File: config.mk
export PLATFORM = sky130hd
export DESIGN_NAME = mul32_flat
export DESIGN_NICKNAME = d
export VERILOG_FILES = /design/src/rtl/mul32_if.sv /design/src/rtl/mul32.sv /design/src/flat_wrapper.sv
export SDC_FILE = /design/constraint.sdc
export NUM_CORES = 1
export LEC_CHECK = 0
export CAP_MARGIN = 0
export CORE_UTILIZATION = 40
export CTS_CLUSTER_DIAMETER = 100
export DETAILED_ROUTE_END_ITERATION = 12
export GPL_ROUTABILITY_DRIVEN = 0
export PLACE_DENSITY = 0.57
export SLEW_MARGIN = 20
export SYNTH_ARGS = -nofsm -noshare
export SYNTH_HDL_FRONTEND = slang
export SYNTH_SLANG_ARGS = --single-unit
File: constraint.sdc
create_clock -name clk -period 8 [get_ports clk]
set_input_delay 1.6 -clock clk [delete_from_list [all_inputs] [get_ports clk]]
set_output_delay 1.6 -clock clk [all_outputs]
set_load 0.02 [all_outputs]
File: src/rtl/mul32_if.sv
// rtl/mul32_if.sv - operand/result bundle for the mul32 execution unit
interface mul32_if;
  logic [31:0] A;
  logic [31:0] B;
  logic [31:0] C;

  modport master (output A, output B, input C);
  modport slave  (input A, input B, output C);
endinterface

File: src/rtl/mul32.sv
// rtl/mul32.sv - registered 32x32 multiplier, low word of the product
// Partial-product array -> 3:2 carry-save tree -> carry-propagate add -> C register.
module mul32 (
  input  logic   clk,
  input  logic   rst_n,
  mul32_if.slave bus
);
  // 32 rows shrink 32->22->15->10->7->5->4->3->2 across eight 3:2 levels
  localparam int LEVELS = 8;

  logic [31:0] sum_vec;
  logic [31:0] carry_vec;
  logic [31:0] prod;

  always_comb begin : csa_tree
    logic [31:0] row [0:LEVELS][0:31];
    logic [31:0] x;
    logic [31:0] y;
    logic [31:0] z;
    int n;
    int groups;
    int rem;

    for (int l = 0; l <= LEVELS; l++) begin
      for (int i = 0; i < 32; i++) begin
        row[l][i] = 32'd0;
      end
    end
    x      = 32'd0;
    y      = 32'd0;
    z      = 32'd0;
    n      = 32;
    groups = 0;
    rem    = 0;

    for (int i = 0; i < 32; i++) begin
      row[0][i] = bus.B[i] ? (bus.A << i) : 32'd0;
    end

    for (int l = 0; l < LEVELS; l++) begin
      groups = n / 3;
      rem    = n % 3;
      for (int g = 0; g < 10; g++) begin
        if (g < groups) begin
          x = row[l][3*g];
          y = row[l][3*g+1];
          z = row[l][3*g+2];
          row[l+1][2*g]   = x ^ y ^ z;
          // shifting the majority left drops the carry out of bit 31
          row[l+1][2*g+1] = ((x & y) | (x & z) | (y & z)) << 1;
        end
      end
      for (int r = 0; r < 2; r++) begin
        if (r < rem) begin
          row[l+1][2*groups+r] = row[l][3*groups+r];
        end
      end
      n = 2 * groups + rem;
    end

    sum_vec   = row[LEVELS][0];
    carry_vec = row[LEVELS][1];
  end

  assign prod = sum_vec + carry_vec;

  always_ff @(posedge clk) begin
    if (!rst_n) begin
      bus.C <= 32'd0;
    end else begin
      bus.C <= prod;
    end
  end
endmodule

File: src/flat_wrapper.sv
// flat-port wrapper written by rule: the top's interface ports become plain ports
module mul32_flat 
  (clk, rst_n, bus_A, bus_B, bus_C);
  mul32_if bus_i ();
  input  logic clk;
  input  logic rst_n;
  input wire logic [$bits(bus_i.A)-1:0] bus_A;
  input wire logic [$bits(bus_i.B)-1:0] bus_B;
  output wire logic [$bits(bus_i.C)-1:0] bus_C;
  assign bus_i.A = bus_A;
  assign bus_i.B = bus_B;
  assign bus_C = bus_i.C;
  mul32 u_core (.clk(clk), .rst_n(rst_n), .bus(bus_i));
endmodule
==> results of run 1 <==
[final cells by class]
class	instances	area share, %
sequential	32	3.25
tap	525	3.33
clock buffer	5	0.634
clock inverter	2	0.0634
timing repair buffer	277	14.2
multi-input combinational	1250	72.1
inverter	340	6.47
[timing repair]
action,in CTS,in global routing
pin swaps,4,58
setup endpoints to repair,6,10
resized for setup,9,83
endpoints found under the hold margin,0,0
buffers inserted,0,5
gates cloned,0,2
[logic make-up after synthesis]
logic type / Yosys count / synth area share [%]
AND/OR/NAND/NOR: 580 / 19.3
AO/OA/AOI/OAI: 60 / 2.48
adder cells (fa/ha/maj): 531 / 60.1
flip-flops: 32 / 3.95
XOR/XNOR: 79 / 4.35
buffers and inverters: 427 / 9.90
[worst max-delay path, cell delays in order]
cell                              delay [ns]
sky130_fd_sc_hd__clkdlybuf4s50_1        0.42
sky130_fd_sc_hd__buf_6                  0.15
sky130_fd_sc_hd__buf_4                  0.15
sky130_fd_sc_hd__buf_4                  0.16
sky130_fd_sc_hd__and2_1                 0.15
sky130_fd_sc_hd__fa_1                   0.49
sky130_fd_sc_hd__fa_1                   0.56
sky130_fd_sc_hd__inv_1                  0.07
sky130_fd_sc_hd__fa_1                   0.50
sky130_fd_sc_hd__fa_1                   0.55
sky130_fd_sc_hd__fa_1                   0.45
sky130_fd_sc_hd__fa_1                   0.51
sky130_fd_sc_hd__fa_1                   0.50
sky130_fd_sc_hd__inv_1                  0.06
sky130_fd_sc_hd__ha_4                   0.29
sky130_fd_sc_hd__ha_4                   0.21
sky130_fd_sc_hd__a21o_1                 0.17
sky130_fd_sc_hd__a21o_1                 0.18
sky130_fd_sc_hd__a21oi_2                0.16
sky130_fd_sc_hd__o311ai_4               0.14
sky130_fd_sc_hd__o31ai_4                0.28
sky130_fd_sc_hd__xnor2_1                0.09
sky130_fd_sc_hd__and2_1                 0.15
[stage by stage]
| stage | utilization [%] | setup TNS (ns) | cells |
|---|---|---|---|
| 3_5_place_dp | 48.0 | -3.30 | 2418 |
| 2_1_floorplan | - | 0 | 1709 |
| 5_1_grt | 49.4 | -0.00394 | 2431 |
| 4_1_cts | 48.5 | 0 | 2425 |
| 3_3_place_gp | 48.0 | -3.04 | 2418 |
| 6_report | 49.4 | 0 | 2431 |
[routing by layer]
| layer | vias up | wire, um |
|---|---|---|
| li1 | 5323 | - |
| met1 | 6066 | 19100 |
| met2 | 238 | 22000 |
| met3 | 46 | 1480 |
| met4 | 0 | 930 |
| met5 | - | 0 |
[layout by cell type, fill, tap and decap left out, types with 2 or more instances in the layout]
cell type	n
sky130_fd_sc_hd__fa_1	400
sky130_fd_sc_hd__and2_1	361
sky130_fd_sc_hd__inv_1	337
sky130_fd_sc_hd__nand2_1	198
sky130_fd_sc_hd__buf_4	133
sky130_fd_sc_hd__ha_1	108
sky130_fd_sc_hd__clkdlybuf4s50_1	75
sky130_fd_sc_hd__xnor2_1	61
sky130_fd_sc_hd__dfxtp_1	32
sky130_fd_sc_hd__buf_12	27
sky130_fd_sc_hd__dlymetal6s2s_1	19
sky130_fd_sc_hd__buf_6	18
sky130_fd_sc_hd__xor2_1	16
sky130_fd_sc_hd__a21oi_1	15
sky130_fd_sc_hd__fa_2	14
sky130_fd_sc_hd__o21ai_0	9
sky130_fd_sc_hd__ha_4	9
sky130_fd_sc_hd__clkbuf_16	7
sky130_fd_sc_hd__a21o_1	6
sky130_fd_sc_hd__o21bai_1	4
sky130_fd_sc_hd__a21oi_2	4
sky130_fd_sc_hd__inv_2	3
sky130_fd_sc_hd__nand2b_1	3
sky130_fd_sc_hd__and3_1	3
sky130_fd_sc_hd__o21ai_1	3
sky130_fd_sc_hd__a211oi_2	3
sky130_fd_sc_hd__nand4_1	3
sky130_fd_sc_hd__nor2_1	2
sky130_fd_sc_hd__or3_1	2
sky130_fd_sc_hd__o21a_1	2
sky130_fd_sc_hd__o21ai_2	2
sky130_fd_sc_hd__nand3_1	2
sky130_fd_sc_hd__dlygate4sd2_1	2
[worst paths after layout]
path	from	to	slack [ns]
worst min-delay path	bus_B[0]	u_core.bus.C[0]	1.82
worst max-delay path	bus_A[1]	u_core.bus.C[28]	0.21
==> tab_implementation.tex, run 1 <==
\begin{tabular}{lr}
\hline
Metric & Value \\
\hline
\multicolumn{2}{l}{\textbf{Run status}} \\
\quad Status & finished, final reports clean \\
\multicolumn{2}{l}{\textbf{Floorplanning}} \\
\quad Initial core utilization & 40.7\% \\
\quad I/O pin total & 98 \\
\quad Area of the die & 41400 um\^{}2 \\
\quad Number of placement rows & 73 \\
\quad Placeable Area & 39900 um\^{}2 \\
\quad X dimension of the die & 203 um \\
\quad Y dimension of the die & 203 um \\
\multicolumn{2}{l}{\textbf{Placed design}} \\
\quad Setup slack after placement & -0.656 ns \\
\quad Standard cell area after detailed placement & 19200 um\^{}2 \\
\quad Quantity of I/O buffers inserted on ports & 97 \\
\quad Detailed placement HPWL & 37.5 mm \\
\multicolumn{2}{l}{\textbf{Global route}} \\
\quad Global route overflow & 0 \\
\quad GRT Total Usage & 21.9\% \\
\quad Largest net degree at the start of global routing & 35 \\
\quad Antenna violations before repair & 1 \\
\quad Met1 Track Usage GR & 29.8\% \\
\quad M2 GR Usage & 38.5\% \\
\quad Global routing met3 resource utilization & 1.87\% \\
\quad First-pass GRT wire length & 69.6 mm \\
\quad Vias in the first global route & 12800 \\
\quad GRT Max-Usage Layer & met2 \\
\multicolumn{2}{l}{\textbf{Logic synthesis}} \\
\quad Post-synthesis cell type count & 40 \\
\quad Top cells by instance count after synthesis & 414 x sky130\_fd\_sc\_hd\_\_fa\_1, 362 x sky130\_fd\_sc\_hd\_\_and2\_1, 340 x sky130\_fd\_sc\_hd\_\_inv\_1, 198 x sky130\_fd\_sc\_hd\_\_nand2\_1, 117 x sky130\_fd\_sc\_hd\_\_ha\_1 \\
\quad FF+latch count, synth & 32 \\
\quad Synthesized area & 16200 um\^{}2 \\
\quad Share of the yosys chip area belonging to registers & 3.95\% \\
\quad Yosys synthesis warning count & 0 \\
\quad Fraction of post-synthesis cell area in the top cell type by area & 51.0\% \\
\quad Post-synthesis cell count & 1709 \\
\quad EDFF count, synth & 0 \\
\quad Ys async rst share & 0\% \\
\quad Synth Area per Inst & 9.50 um\^{}2 \\
\quad Synth top area cells & sky130\_fd\_sc\_hd\_\_fa\_1 51\%, sky130\_fd\_sc\_hd\_\_and2\_1 14\%, sky130\_fd\_sc\_hd\_\_ha\_1 9.0\% \\
\quad Dominant cell type by area after synthesis & sky130\_fd\_sc\_hd\_\_fa\_1 \\
\quad Dominant synthesized flop cell & sky130\_fd\_sc\_hd\_\_dfxtp\_1 \\
\quad Most repeated cell in the gate-level netlist after synthesis & sky130\_fd\_sc\_hd\_\_fa\_1 \\
\quad Post-synthesis net count & 2306 \\
\multicolumn{2}{l}{\textbf{STA}} \\
\quad Least-Margin Pin Slew & 0.457 ns \\
\quad Setup ws final & 0.210 ns \\
\quad Max Clk Rate & 0.128 GHz \\
\quad Final critical-path share of the clock period & 97.4\% \\
\quad Number of hold violations in the final report & 0 \\
\quad Time the final worst path needs with I/O delays and setup & 7.79 ns \\
\quad Worst hold-check slack & 1.82 ns \\
\quad Fin. max-slew vios & 0 \\
\quad Relative max-transition margin & 69.4\% \\
\quad Number of setup violations in the final report & 0 \\
\multicolumn{2}{l}{\textbf{Finish}} \\
\quad Share of layout cells above drive strength 1 & 12.3\% \\
\quad Layout overhead on the synthesized area & 21.6\% \\
\quad Number of diodes added for antenna fixing & 0 \\
\quad Total of fill cells in the finished design & 3722 \\
\quad Register containing the most flip-flops in the final layout & u\_core.bus.C \\
\quad Area taken by multi-input logic gates & 14200 um\^{}2 \\
\quad Largest registers ranked by flip-flop count & u\_core.bus.C: 32 flops \\
\quad Final Cell Area & 19700 um\^{}2 \\
\quad Nets & 2503 \\
\quad Register area & 641 um\^{}2 \\
\quad Flip-flop count of the largest register, all copies and words added & 32 \\
\multicolumn{2}{l}{\textbf{Clock tree}} \\
\quad Clock Tree Buf Depth & 2 \\
\quad Post-CTS clock slew at the launch and capture registers of the worst setup and hold paths & 0.06 ns \\
\quad Deepest level of the CTS H-tree & 2 \\
\quad Cts bufs inserted & 5 \\
\quad Clock tree from TritonCTS & built \\
\quad Number of buffers inserted by hold repair at cts & 0 \\
\quad CTS Root Cell & sky130\_fd\_sc\_hd\_\_clkbuf\_16 \\
\quad Number of clock sinks & 32 \\
\multicolumn{2}{l}{\textbf{Route}} \\
\quad Detailed-route wire length & 43.6 mm \\
\quad Number of detailed-route iterations in the first pass & 4 \\
\quad Iteration-0 DRC Markers & 517 \\
\quad DRC violations left & 0 \\
\quad Post-route antenna net violation count & 0 \\
\quad Routed WL per cell & 17.9 um \\
\quad Vias per inst & 4.80 \\
\quad Via count & 11700 \\
\multicolumn{2}{l}{\textbf{Hold path}} \\
\quad Worst Hold Class & input port to register \\
\quad Instance count along the most critical hold path & 3 \\
\multicolumn{2}{l}{\textbf{Flow run}} \\
\quad Count of max-cap constraint violations & 0 \\
\multicolumn{2}{l}{\textbf{Setup path}} \\
\quad Kind of start point of the critical path & input port \\
\quad Worst Path Max Fanout & 7 \\
\quad Data required time at the worst endpoint & 8.19 ns \\
\quad Worst Setup End Kind & register \\
\quad Worst Setup Path Type & input port to register \\
\quad Data arrival time at the worst-slack endpoint & 7.98 ns \\
\hline
\end{tabular}
Power of run 1 is not shown: default switching activity piles up to over one toggle a cycle in this logic, so the estimate is an artifact.
==> inputs of run 2 (changes only) <==
- HOLD_SLACK_MARGIN: unset -> 0.15
- PLACE_DENSITY: 0.57 -> 0.65
==> tab_implementation.tex, run 2 (synthesized netlist as in run 1, its figures left out) <==
\begin{tabular}{lr}
\hline
Metric & Value \\
\hline
\multicolumn{2}{l}{\textbf{Finish}} \\
\quad Layout overhead on the synthesized area & 19.6\% \\
\quad Flip-flop count of the largest register, all copies and words added & 32 (unchanged) \\
\quad Share of layout cells above drive strength 1 & 9.49\% (-2.8 points) \\
\quad Most used cells in the layout excluding fill and tap cells & 411 x sky130\_fd\_sc\_hd\_\_fa\_1, 362 x sky130\_fd\_sc\_hd\_\_and2\_1, 340 x sky130\_fd\_sc\_hd\_\_inv\_1, 198 x sky130\_fd\_sc\_hd\_\_nand2\_1, 113 x sky130\_fd\_sc\_hd\_\_ha\_1 \\
\quad Commonest non-fill, non-tap cell in the layout & sky130\_fd\_sc\_hd\_\_fa\_1 \\
\quad Largest registers ranked by flip-flop count & u\_core.bus.C: 32 flops \\
\quad Nets & 2472 (-1.2\%) \\
\quad Register containing the most flip-flops in the final layout & u\_core.bus.C \\
\multicolumn{2}{l}{\textbf{Route}} \\
\quad DRC violations left & 0 (unchanged) \\
\quad Routed WL per cell & 17.7 um (-1.1\%) \\
\quad Via count & 11800 (+1.2\%) \\
\quad Number of detailed-route iterations in the first pass & 5 (+1) \\
\quad Post-route antenna net violation count & 0 (unchanged) \\
\quad Vias per inst & 4.92 (+2.5\%) \\
\quad Iteration-0 DRC Markers & 619 (+20\%) \\
\quad Detailed-route wire length & 42.5 mm (-2.3\%) \\
\multicolumn{2}{l}{\textbf{Placed design}} \\
\quad Detailed placement HPWL & 36.2 mm (-3.5\%) \\
\quad Setup slack after placement & -0.344 ns (+0.312 ns) \\
\quad Quantity of I/O buffers inserted on ports & 97 (unchanged) \\
\multicolumn{2}{l}{\textbf{Floorplanning}} \\
\quad Area of the die & 41400 um\^{}2 (unchanged) \\
\quad Placeable Area & 39900 um\^{}2 (unchanged) \\
\quad X dimension of the die & 203 um (unchanged) \\
\quad Initial core utilization & 40.7\% (unchanged) \\
\quad Number of placement rows & 73 (unchanged) \\
\quad Y dimension of the die & 203 um (unchanged) \\
\quad I/O pin total & 98 (unchanged) \\
\multicolumn{2}{l}{\textbf{STA}} \\
\quad Number of setup violations in the final report & 0 (unchanged) \\
\quad Time the final worst path needs with I/O delays and setup & 7.81 ns (+0.0198 ns) \\
\quad Number of hold violations in the final report & 0 (unchanged) \\
\quad Max Clk Rate & 0.128 GHz (-0.25\%) \\
\quad Relative max-transition margin & 63.1\% (-6.4 points) \\
\quad Final critical-path share of the clock period & 97.6\% (+0.25 points) \\
\quad Fin. max-slew vios & 0 (unchanged) \\
\quad Least-Margin Pin Slew & 0.554 ns (+0.0970 ns) \\
\quad Setup ws final & 0.190 ns (-0.0198 ns) \\
\multicolumn{2}{l}{\textbf{Setup path}} \\
\quad Worst Setup Path Type & input port to register \\
\quad Logic depth of the worst setup path including buffers & 21 (-8.7\%) \\
\quad Number of buffer and inverter instances along the worst setup path & 4 (-2) \\
\quad Cell with the largest stage delay on the worst path & sky130\_fd\_sc\_hd\_\_fa\_2 \\
\quad Data required time at the worst endpoint & 8.19 ns (about the same) \\
\quad Worst Path Max Fanout & 16 (+9) \\
\quad Critical path's most frequent cell & sky130\_fd\_sc\_hd\_\_fa\_1 \\
\quad Crit path max-delay family & adder cells \\
\quad Kind of start point of the critical path & input port \\
\quad Cell-by-cell listing of the critical path & clkdlybuf4s50\_1 -> buf\_12 -> buf\_4 -> nand2\_1 -> fa\_1 -> fa\_1 -> fa\_1 -> fa\_2 -> fa\_1 -> fa\_1 -> fa\_1 -> inv\_1 -> ha\_1 -> ha\_4 -> a21o\_1 -> a21o\_1 -> a21oi\_2 -> o311ai\_4 -> o31ai\_4 -> xnor2\_1 -> and2\_1 \\
\quad Data arrival time at the worst-slack endpoint & 8.00 ns (+0.02 ns) \\
\quad Worst Setup End Kind & register \\
\quad CP peak stage delay & 0.62 ns (+0.06 ns) \\
\multicolumn{2}{l}{\textbf{Global route}} \\
\quad Vias in the first global route & 13100 (+1.7\%) \\
\quad GRT Total Usage & 21.7\% (-0.23 points) \\
\quad Largest net degree at the start of global routing & 35 (unchanged) \\
\quad First-pass GRT wire length & 69.4 mm (-0.27\%) \\
\quad Antenna violations before repair & 0 (-1) \\
\quad Global route overflow & 0 (unchanged) \\
\multicolumn{2}{l}{\textbf{Clock tree}} \\
\quad Clock tree from TritonCTS & built \\
\quad Cts bufs inserted & 5 (unchanged) \\
\quad CTS Root Cell & sky130\_fd\_sc\_hd\_\_clkbuf\_16 \\
\quad Post-CTS clock slew at the launch and capture registers of the worst setup and hold paths & 0.06 ns (about the same) \\
\quad Number of clock sinks & 32 (unchanged) \\
\quad Clock Tree Buf Depth & 2 (unchanged) \\
\quad Deepest level of the CTS H-tree & 2 (unchanged) \\
\multicolumn{2}{l}{\textbf{Flow run}} \\
\quad Count of max-cap constraint violations & 0 (unchanged) \\
\multicolumn{2}{l}{\textbf{Hold path}} \\
\quad Worst Hold Class & input port to register \\
\quad Instance count along the most critical hold path & 3 (unchanged) \\
\multicolumn{2}{l}{\textbf{Run status}} \\
\quad Status & finished, final reports clean \\
\hline
\end{tabular}
## run 2: cell count changes in the layout (fill, tap and decap cells not counted), sizes merged, moves of 2 or more
| cell | previous run | this run |
|---|---|---|
| buf | 178 | 150 |
| clkdlybuf4s50 | 75 | 89 |
| dlygate4sd2 | 2 | 0 |
| dlymetal6s2s | 19 | 7 |
## run 2: metal layers
metal  share of wire, %  GRT usage (%)  up-vias  wire length (um)
met4                2.2           4.94        0               945
li1                   -              -     5268                 -
met3                4.5           2.29       58              1930
met5                  0              0        -                 0
met1                 43           29.3     6165             18400
met2                 50           37.5      326             21300
## run 2: repair_timing
item	in CTS	in global routing
buffers inserted	0	0
resized for setup	1	30
setup endpoints to repair	2	9
cloned	0	0
hold buffers	0	0
pin swaps	1	16
## run 2: path summary, 6_finish.rpt
path     start               end  slack, ns
max   bus_B[0]  u_core.bus.C[28]       0.19
min      rst_n  u_core.bus.C[30]       1.86
## run 2: layout make-up
cell class	count	area (um^2)
multi-input cells	1250	14100
well taps	525	657
fillers	3671	20500
inverters	340	1280
clock buffers	7	153
flip-flops and latches	32	641
repair buffers	246	2590
diodes	1	2.50
## run 2: metrics by stage
step,TNS [ns],util (%),std cells,area [um^2],hold WS [ns]
after floorplan,0,-,1709,16200,1.75
final,0,48.7,2401,19400,1.86
after global placement,-2.14,48.0,2395,19100,2.40
after CTS,0,48.3,2402,19300,1.88
after global routing,-0.0189,48.6,2400,19400,1.91
after detailed placement,-2.31,47.9,2395,19100,2.20
Power of run 2 is left out for the same reason.
